==> config.mk <==
export PLATFORM = sky130hd
export DESIGN_NAME = mux_scan_n
export DESIGN_NICKNAME = d
export VERILOG_FILES = /design/src/rtl/mux_scan_pkg.sv /design/src/rtl/mux_scan_n_dec.sv /design/src/rtl/mux_scan_n.sv
export SDC_FILE = /design/constraint.sdc
export NUM_CORES = 1
export LEC_CHECK = 0
export CAP_MARGIN = 20
export CELL_PAD_IN_SITES_DETAIL_PLACEMENT = 1
export CELL_PAD_IN_SITES_GLOBAL_PLACEMENT = 1
export CORE_ASPECT_RATIO = 0.9
export CORE_MARGIN = 2
export CORE_UTILIZATION = 29
export CTS_CLUSTER_SIZE = 28
export DETAILED_ROUTE_END_ITERATION = 8
export MAX_ROUTING_LAYER = met4
export PLACE_DENSITY_LB_ADDON = 0.1
export SYNTH_ARGS = -nofsm -noshare
export SYNTH_HDL_FRONTEND = slang
export SYNTH_SLANG_ARGS = --single-unit
==> constraint.sdc <==
create_clock -name clk -period 2.8 [get_ports clk]
set_input_delay 0.28 -clock clk [delete_from_list [all_inputs] [get_ports clk]]
set_output_delay 0.28 -clock clk [all_outputs]
set_load 0.02 [all_outputs]
==> src/rtl/mux_scan_pkg.sv <==
// Shared constants for the channel scanner: FSM state encodings and mode values.
// States are plain 2-bit constants so older code that compares raw values keeps working.
package mux_scan_pkg;

   typedef logic [1:0] state_t;

   localparam state_t ST_OFF  = 2'd0;
   localparam state_t ST_MAN  = 2'd1;
   localparam state_t ST_SCAN = 2'd2;

   localparam logic MODE_MAN  = 1'b0;
   localparam logic MODE_SCAN = 1'b1;

endpackage

==> src/rtl/mux_scan_n_dec.sv <==
// SW-to-NCH one-hot decoder with enable; indices at or beyond NCH decode to all-zero.
module dec_n #(
   parameter int NCH = 8,
   parameter int SW  = $clog2(NCH)
) (
   input  logic          en,
   input  logic [SW-1:0] idx,
   output logic [NCH-1:0] onehot
);

   always_comb begin
      onehot = '0;
      for (int k = 0; k < NCH; k++) begin
         if (en && (idx == SW'(k))) onehot[k] = 1'b1;
      end
   end

endmodule

==> src/rtl/mux_scan_n.sv <==
// N-channel mux with manual select and auto-scan; every output is registered, one cycle latency.
// Scan dwells dwell+1 cycles per channel and pulses wrap when it returns from NCH-1 to 0.
module mux_scan_n
   import mux_scan_pkg::*;
#(
   parameter int NCH     = 8,
   parameter int W       = 8,
   parameter int DWELL_W = 8,
   localparam int SW     = $clog2(NCH)
) (
   input  logic               clk,
   input  logic               rst_n,
   input  logic               n_en,
   input  logic               mode,
   input  logic [SW-1:0]      sel,
   input  logic [DWELL_W-1:0] dwell,
   input  logic [NCH*W-1:0]   din,
   output logic [W-1:0]       dout,
   output logic [SW-1:0]      ch_idx,
   output logic [NCH-1:0]     ch_onehot,
   output logic               valid,
   output logic               wrap
);

   localparam int SW1 = SW + 1;
   localparam logic [SW:0]   NCH_L = SW1'(NCH);
   localparam logic [SW-1:0] LAST  = SW'(NCH - 1);

   state_t             state_q, state_d;
   logic [SW-1:0]      ptr_q, ptr_d;
   logic [DWELL_W-1:0] cnt_q, cnt_d;
   logic [SW-1:0]      idx_d;
   logic               valid_d, wrap_d, sel_ok;
   logic [W-1:0]       dout_d;
   logic [NCH-1:0]     onehot_d;

   // The pointer is only meaningful while scanning; any other state clears it so re-entry restarts.
   always_comb begin
      state_d = ST_OFF;
      ptr_d   = '0;
      cnt_d   = '0;
      idx_d   = '0;
      valid_d = 1'b0;
      wrap_d  = 1'b0;
      sel_ok  = ({1'b0, sel} < NCH_L);
      if (!n_en) begin
         if (mode == MODE_MAN) begin
            state_d = ST_MAN;
            idx_d   = sel;
            valid_d = sel_ok;
         end else begin
            state_d = ST_SCAN;
            if (state_q != ST_SCAN) begin
               ptr_d = (state_q == ST_MAN && sel_ok) ? sel : '0;
               cnt_d = dwell;
            end else if (cnt_q == '0) begin
               ptr_d  = (ptr_q == LAST) ? '0 : ptr_q + 1'b1;
               cnt_d  = dwell;
               wrap_d = (ptr_q == LAST);
            end else begin
               ptr_d = ptr_q;
               cnt_d = cnt_q - 1'b1;
            end
            idx_d   = ptr_d;
            valid_d = 1'b1;
         end
      end
   end

   always_comb begin
      dout_d = '0;
      for (int k = 0; k < NCH; k++) begin
         if (valid_d && (idx_d == SW'(k))) dout_d = din[k*W +: W];
      end
   end

   dec_n #(.NCH(NCH), .SW(SW)) u_dec (
      .en     (valid_d),
      .idx    (idx_d),
      .onehot (onehot_d)
   );

   always_ff @(posedge clk or negedge rst_n) begin
      if (!rst_n) begin
         state_q   <= ST_OFF;
         ptr_q     <= '0;
         cnt_q     <= '0;
         dout      <= '0;
         ch_idx    <= '0;
         ch_onehot <= '0;
         valid     <= 1'b0;
         wrap      <= 1'b0;
      end else begin
         state_q   <= state_d;
         ptr_q     <= ptr_d;
         cnt_q     <= cnt_d;
         dout      <= dout_d;
         ch_idx    <= idx_d;
         ch_onehot <= onehot_d;
         valid     <= valid_d;
         wrap      <= wrap_d;
      end
   end

endmodule

Word-level counts from Yosys, hierarchy flattened
Index checks and enable logic that the tools add are counted.
{ "op_classes": {"add_sub_neg": 2, "n_eq_ne": 10, "n_mux": 35, "reduce_logical": 10} }
{ "ops": {"columns": ["cell", "count"], "rows": [
  ["2-to-1 mux 8 bit", 12],
  ["2-to-1 mux 3 bit", 8],
  ["== test 3 bit, second input constant", 5],
  ["2-to-1 mux 1 bit", 13],
  ["logical AND 1 bit", 8],
  ["logical NOT 8 bit", 1],
  ["subtractor 8 x 1 -> 8 bit, second input constant", 1],
  ["== test 3 x 2 -> 1 bit, second input constant", 2],
  ["2-to-1 mux 2 bit", 2],
  ["adder 3 x 1 -> 3 bit, second input constant", 1],
  ["== test 3 x 1 -> 1 bit, second input constant", 1],
  ["logical NOT 3 bit", 1],
  ["== test 2 x 1 -> 1 bit, second input constant", 1],
  ["inequality test 2 bit, second input constant", 1]
]} }
{ "totals": {"reg_bits": 34, "input_bits": 79, "output_inout_bits": 21, "wordCells": 65} }

Logic depth before layout (Yosys ltp)
Gate-level depths: netlist of the first run.
{ "depth": {"word_depth": 16, "ltp_mapped": 12, "depth_no_buf": 11} }

Hierarchy
Synthesis of the first run repeated with hierarchy kept, for this count alone.
{ "hier_totals": {"hier_cells": 221, "area_unflattened_um2": 2155.8} }
{ "by_module_without_submodules": {"columns": ["mod", "instances", "cells_per_inst", "area_each_um2", "seq_area_each_um2"], "rows": [
  ["mux_scan_n", 1, 213, 2059.5, 850.8],
  ["dec_n", 1, 8, 96.3, 0.0]
]} }

Worst setup path before layout of the first run
Ideal clock, no wire load.
{ "synth_timing": {"kind": "reg-to-reg", "from": "register cnt_q[0]", "to": "register dout[1]", "setup_time_ns": 0.124, "arrival_ns": 2.259, "t_required_ns": 2.676, "setup_slack_ns": 0.417, "stages_incl_launch_ff": 13, "path_buffers": 2, "synth_period_minus_slack_ns": 2.383, "cell_sequence": "dfrtp_1 > inv_1 > ha_1 > nor3b_1 > nand2_4 > a311oi_4 > inv_2 > buf_6 > buf_6 > nand2_1 > nand3_1 > a21oi_1 > a21oi_1"} }
{ "synth_between": {"elab_chain_cells": 15, "elab_cells_between_ends": 29, "cone_classes": "eq/ne: 7; mux: 12; reduce/logical: 10"} }
{ "synth_lines": {"columns": ["item", "line_no", "text"], "rows": [
  ["start, declared", "mux_scan_n.sv:31", "logic [DWELL_W-1:0] cnt_q, cnt_d;"],
  ["start signal, assigned", "mux_scan_n.sv:96", "cnt_q <= cnt_d;"],
  ["logical NOT 8 bit (*)", "mux_scan_n.sv:56", "end else if (cnt_q == '0) begin"],
  ["2-to-1 mux 3 bit (*)", "mux_scan_n.sv:56", null],
  ["2-to-1 mux 3 bit (*)", "mux_scan_n.sv:53", "if (state_q != ST_SCAN) begin"],
  ["2-to-1 mux 3 bit (*)", "mux_scan_n.sv:47", "if (mode == MODE_MAN) begin"],
  ["2-to-1 mux 3 bit (*)", "mux_scan_n.sv:46", "if (!n_en) begin"],
  ["via idx_d[1]", "mux_scan_n.sv:32", "logic [SW-1:0] idx_d;"],
  ["logical NOT 3 bit", "mux_scan_n.sv:73", "if (valid_d && (idx_d == SW'(k))) dout_d = din[k*W +: W];"],
  ["logical AND 1 bit", "mux_scan_n.sv:73", null],
  ["2-to-1 mux 8 bit (7 in series)", "mux_scan_n.sv:73", null],
  ["2-to-1 mux 8 bit (*)", "mux_scan_n.sv:73", null],
  ["via dout_d[1]", "mux_scan_n.sv:34", "logic [W-1:0] dout_d;"],
  ["end signal, assigned", "mux_scan_n.sv:97", "dout <= dout_d;"],
  ["end, declared", "mux_scan_n.sv:18", "output logic [W-1:0] dout,"]
]} }
Mark *: on every way through the listed nets, which the timed path passes. The rest lies on a longest branch.

Final worst setup path of the first run
{ "layout_timing": {"from": "register cnt_q[0]", "to": "register dout[3]"} }
{ "layout_between": {"elab_chain_cells": 15, "elab_cells_between_ends": 29, "cone_classes": "eq/ne: 7; mux: 12; reduce/logical: 10"} }
{ "layout_lines": {"columns": ["item", "line_no"], "rows": [
  ["logical NOT 8 bit (*)", "mux_scan_n.sv:56"],
  ["2-to-1 mux 3 bit (*)", "mux_scan_n.sv:56"],
  ["2-to-1 mux 3 bit (*)", "mux_scan_n.sv:53"],
  ["2-to-1 mux 3 bit (*)", "mux_scan_n.sv:47"],
  ["2-to-1 mux 3 bit (*)", "mux_scan_n.sv:46"],
  ["logical NOT 3 bit", "mux_scan_n.sv:73"],
  ["logical AND 1 bit", "mux_scan_n.sv:73"],
  ["2-to-1 mux 8 bit (7 in series)", "mux_scan_n.sv:73"],
  ["2-to-1 mux 8 bit (*)", "mux_scan_n.sv:73"],
  ["via dout_d[3]", "mux_scan_n.sv:34"]
]} }
Marks and branches as above.

==> results of run 1 <==
## worst max-delay path, stage by stage, from the launching register on
cell and delay [ps]:
dfrtp_1 380, inv_1 110, ha_1 190, nor3b_1 180, buf_4 170, and4_1 200, a31oi_1 60, and2b_1 210
inv_2 180, buf_4 190, nor2_1 60, and3_1 180, a211oi_1 200, o22ai_1 130
## layout by cell type (no fill, tap or decap), drive strengths merged, types with 5 or more instances in the layout
master / synthesis / routed
a211oi: 10 / 10
inv: 7 / 7
dfrtp: 34 / 34
o22ai: 5 / 5
nor2: 24 / 24
o21ai: 9 / 9
buf: 10 / 14
nand2: 42 / 42
a21oi: 19 / 19
clkbuf: 4 / 5
nand3: 8 / 8
nand2b: 6 / 6
clkdlybuf4s50: 0 / 98
## sequential cells by signal (all words and copies together), names as in the netlist
signal / flops
ch_onehot: 8
cnt_q: 8
dout: 8
ch_idx: 3
ptr_q: 3
state_q: 2
valid: 1
wrap: 1
## kinds of logic (layout without fill, tap and decap cells)
logic type	Yosys count	in the layout
adder cells (fa/ha/maj)	4	4
AND/OR/NAND/NOR	106	106
multiplexers	7	7
XOR/XNOR	5	5
buffers and inverters	21	127
flip-flops	34	34
AO/OA/AOI/OAI	65	65
## through the flow
| step | util, % | total power (uW) |
|---|---|---|
| after CTS | 47.2 | 1430 |
| after floorplan | - | 740 |
| final | 47.2 | 1410 |
| after global placement | 45.6 | 954 |
| after global routing | 47.2 | 1490 |
| after detailed placement | 45.6 | 956 |
## routing by layer
metal  vias up  routed length [um]  share of wire, %  track usage [%]
met5         -                   0                 0                -
met4         0                  85               1.2             3.95
met3         6                 495               6.8             4.13
met2        72                3340                46             30.6
met1       996                3370                46             25.2
li1       1064                   -                 -                -
## report_power, final
group,leakage [uW],switching (uW),internal [uW]
sequential,0.000452,17.0,520
combinational,0.000924,190,218
clock,0.0000504,200,265
## final cells by class
cell class / count / area (um^2)
fill: 867 / 3750
multi-input combinational: 187 / 1170
timing repair buffer: 112 / 1080
sequential: 34 / 851
tap: 93 / 116
clock buffer: 5 / 68.8
clock inverter: 3 / 45.0
inverter: 7 / 26.3
## final timing paths
path | startpoint | to | depth (start not counted)
max in group asynchronous | rst_n | ch_onehot[7] | 1
hold reg to reg | ptr_q[2] | ptr_q[2] | 2
min in group clk | dwell[6] | cnt_q[6] | 3
setup / recovery | cnt_q[0] | dout[3] | 13
hold / removal | rst_n | state_q[1] | 1
setup reg to reg | cnt_q[0] | dout[3] | 13
==> impl_metrics.yaml, run 1 <==
status:
  status: "finished clean"
drt:
  drc: 0
  num_vias: 2138
  drt-pass1-iter-count: 4
  ant_nets: 0
  drtIter0Drc: 98
  totalWireLength_mm: 7.29
  wl_per_cell_um: 16.5
  via_per_inst: 4.85
floorplanning:
  initial_core_util_pct: 30.1
  core_mm2: 0.00711
  die-area_mm2: 0.00809
  die_w_um: 94.6
  rows: 29
  pin_count: 100
  die_y_um: 85.5
grt:
  grt_pass1_wl_mm: 11.7
  grt_usage_pct: 19.1
  grt_pass1_vias: 2378
  antenna_found_initial: 0
  grt_max_degree: 35
  overflow: 0
finish:
  drive_gt1_share_pct: 10.6
  fin_cells: 441
  nNetsFinal: 430
  fin_area_mm2: 0.00336
  diodes: 0
  area_growth_pct: 56.9
synth:
  synth.mux.area_fraction_pct: 3.45
  ys_seq_elements: 34
  synth_top_family_by_area: "simple AND/OR/NAND/NOR gates"
  synth.avg_cell_area_um2: 8.85
  ys_seq_area_share_pct: 39.7
  synth.top_cell.area_share_pct: 39.7
  ys.flop_type: "dfrtp_1"
  synth_edf_count: 0
  synth_common_cells: "41 x nand2_1, 34 x dfrtp_1, 24 x nor2_1"
  async_reset_ff_share_pct: 100
  synth_xor_area_share_pct: 2.05
  ys_types: 45
  synth_fp_nets: 325
  postSynthCellCount: 242
  synth_fa_ha_area_share_pct: 2.34
  yosysMostFrequentCell: "nand2_1"
  synth_area_leaders: "dfrtp_1 40%, nand2_1 7.2%, a21oi_1 4.4%"
  yosys_warnings: 0
  synth_area_mm2: 0.00214
  yosys.area_share.simple_pct: 25.3
  synth_top_area_cell: "dfrtp_1"
  synth_compound_area_share_pct: 21.4
sta:
  skew_ps: 2.62
  setup_viol: 0
  finalHoldViolCount: 0
  tns_ps: 0
  max_clock_freq_ghz: 0.389
  slew_headroom_pct: 46.0
  worstMarginPinSlew_ps: 810
  fin_crit_sh_pct: 91.7
  rsz0062_at_grt: "no"
  period_needed_ps: 2570
  finalMaxSlewViolations: 0
  setup_ws_ps: 232
  hold_slack_ps: 69.2
cts:
  hold_buffers: 0
  cts_sinks: 34
  cts_tree: "built"
  cts_buffers: 5
  clk_latency_ps: 290
  post_cts_buffers: 0
  cts_root_buffer: "clkbuf_8"
  htreeDepth: 2
  postCtsResizedCells: 0
  clockBufferDepth: 2
  clk_pin_slew_ps: 80
worst_setup_path:
  start_kind: "register"
  required_ps: 2960
  worst-r2r-setup-slack_ps: 230
  crit_fanout: 10
  cp.arrival_ps: 2730
  critPathKind: "reg -> reg"
  critPathCaptureType: "register"
power:
  power_density_mw_per_mm2: 420
  ir_worst_vdd_uv: 172
  p_leak_uw: 0.00143
hold_path:
  min_path_type: "in -> async"
flow_run:
  cap_viol_max_count: 0
placed_design:
  dpl.cell_count: 433
  post-place-ws_ps: 59.5
  port_buffers: 99
  dp_hpwl_mm: 5.50
  gp_congestion: 0.802
  postPlaceCellArea_mm2: 0.00325
Note: power is estimated with default switching activity, not from simulation.
==> run 2: changes to the inputs <==
--- a/config.mk
+++ b/config.mk
@@ -13,6 +13,7 @@
 export CORE_UTILIZATION = 29
 export CTS_CLUSTER_SIZE = 28
 export DETAILED_ROUTE_END_ITERATION = 8
+export GPL_TIMING_DRIVEN = 0
 export MAX_ROUTING_LAYER = met4
 export PLACE_DENSITY_LB_ADDON = 0.1
 export SYNTH_ARGS = -nofsm -noshare
==> run 2 against run 1 <==
  * Cell count up 1.1%
  * Sequential share of layout area down 0.23 points
  * Global-route usage rose by 0.92 points
  * Core utilization up 0.44 points
  * Sequential power is essentially flat
  * Die area unchanged
  * Clock skew increased by 6.4 ps
  * Critical path type unchanged
==> impl_metrics.yaml, run 2 (synthesis gave the netlist of run 1 again) <==
power:
  power_density_mw_per_mm2: 401
  swShare_pct: 30.9
  p_int_uw: 939
  ir_worst_vdd_uv: 175
  p_seq_share_pct: 39.5
  p_comb_share_pct: 30.8
  p_leak_uw: 0.00144
  p_switching_uw: 419
  p_clk_share_pct: 29.7
worst_setup_path:
  worst-r2r-setup-slack_ps: 260
  timing.rr.start: "cnt_q[3]"
  regToRegEndpoint: "dout[4]"
  critPathCaptureType: "register"
  start_kind: "register"
  critPathKind: "reg -> reg"
  rr_worst_depth: 10
  cp.arrival_ps: 2750
  required_ps: 3010
  crit_fanout: 10
sta:
  setup_viol: 0
  worstMarginPinSlew_ps: 797
  rsz0062_at_grt: "no"
  finalMaxSlewViolations: 0
  max_clock_freq_ghz: 0.394
  tns_ps: 0
  fin_crit_sh_pct: 90.7
  period_needed_ps: 2540
  finalHoldViolCount: 0
  slew_headroom_pct: 46.9
  skew_ps: 9.06
finish:
  nNetsFinal: 435
  final_cell_mix: "98 x clkdlybuf4s50_1, 41 x nand2_1, 34 x dfrtp_1, 24 x nor2_1, 19 x a21oi_1"
  diodes: 0
  final_common_cell: "clkdlybuf4s50_1"
  drive_gt1_share_pct: 11.9
  fin_cells: 446
  top_regs: "ch_onehot (8), cnt_q (8), dout (8)"
  area_growth_pct: 58.4
  fin_area_mm2: 0.00339
cts:
  cts_sinks: 34
  clockBufferDepth: 2
  cts_tree: "built"
  cts_root_buffer: "clkbuf_8"
  htreeDepth: 2
  clk_pin_slew_ps: 80
  clk_latency_ps: 300
  cts_buffers: 5
  hold_buffers: 0
hold_path:
  min_path_type: "in -> async"
floorplanning:
  rows: 29
  initial_core_util_pct: 30.1
  core_mm2: 0.00711
  die-area_mm2: 0.00809
  die_w_um: 94.6
  die_y_um: 85.5
  pin_count: 100
grt:
  antenna_found_initial: 0
  grt_pass1_wl_mm: 12.1
  grt_pass1_vias: 2434
  grt_usage_pct: 20.1
  grt_max_degree: 35
  overflow: 0
drt:
  ant_nets: 0
  drc: 0
  totalWireLength_mm: 7.60
  num_vias: 2200
  via_per_inst: 4.93
  drtIter0Drc: 50
  wl_per_cell_um: 17.0
  drt-pass1-iter-count: 4
placed_design:
  port_buffers: 99
  dp_hpwl_mm: 5.78
  gp_congestion: 0.832
  dpl.cell_count: 434
  postPlaceCellArea_mm2: 0.00324
flow_run:
  cap_viol_max_count: 0
status:
  status: "finished clean"
-- run 2: cell types whose count changed in the layout (fill, tap and decap cells not counted), moves of 3 or more --
cell	change
buf_4	-7
buf_2	+4
clkbuf_1	+3
buf_6	+4
-- run 2: layer usage --
| layer | share of wire, % | track usage [%] | vias up |
|---|---|---|---|
| met5 | 0 | - | - |
| met4 | 0.75 | 3.56 | 0 |
| met3 | 6.2 | 5.10 | 4 |
| met2 | 48 | 32.1 | 72 |
| met1 | 46 | 26.1 | 1046 |
| li1 | - | - | 1078 |
-- run 2: layout make-up --
cell class                 count  area, um^2
clock buffer                   6        82.6
timing repair buffer         103        1020
clock inverter                 2        12.5
sequential                    34         851
tap                           93         116
fill                         853        3720
buffer                        14        96.3
inverter                       7        26.3
multi-input combinational    187        1190
-- run 2: power groups by stage --
stage                     registers [uW]  logic, uW  clock network [uW]
after floorplan                      572        169                   0
after detailed placement             546        413                   0
after CTS                            536        416                 408
final                                536        419                 403
after global placement               545        408                   0
after global routing                 541        458                 436
-- run 2: how the worst max path moves through the flow --
| stage | from | end | slack, ps | cells past startpoint |
|---|---|---|---|---|
| after floorplan | cnt_q[0] | dout[1] | 420 | 12 |
| after global placement | mode | dout[4] | -120 | 10 |
| after detailed placement | mode | dout[4] | -150 | 10 |
| after CTS | cnt_q[0] | dout[4] | 70 | 12 |
| after global routing | cnt_q[0] | dout[3] | 2 | 12 |
| final | cnt_q[3] | dout[4] | 260 | 10 |
-- run 2: worst max-delay path, cell delays in order, from the launching register on --
cell and delay (ps):
dfrtp_1 450, nor4_4 450, nand2_4 140, a31oi_1 250, and2b_1 170, buf_6 160
inv_2 80, buf_6 150, nor3_2 300, a22oi_1 120, a21oi_1 190
-- run 2: what timing repair did --
action                     4_1_cts  5_1_grt
pin swaps                        0        1
buffers inserted                 0        4
setup endpoints to repair        8        8
resized for setup                1        5
-- run 2: through the flow --
| step | total power (uW) | util [%] | hold slack (ps) | setup WS (ps) |
|---|---|---|---|---|
| after floorplan | 740 | - | -15.6 | 417 |
| after global placement | 953 | 45.7 | 512 | -125 |
| after detailed placement | 958 | 45.6 | 427 | -145 |
| after CTS | 1360 | 47.0 | 107 | 71.8 |
| after global routing | 1440 | 47.7 | 124 | 2.49 |
| final | 1360 | 47.7 | 62.4 | 259 |
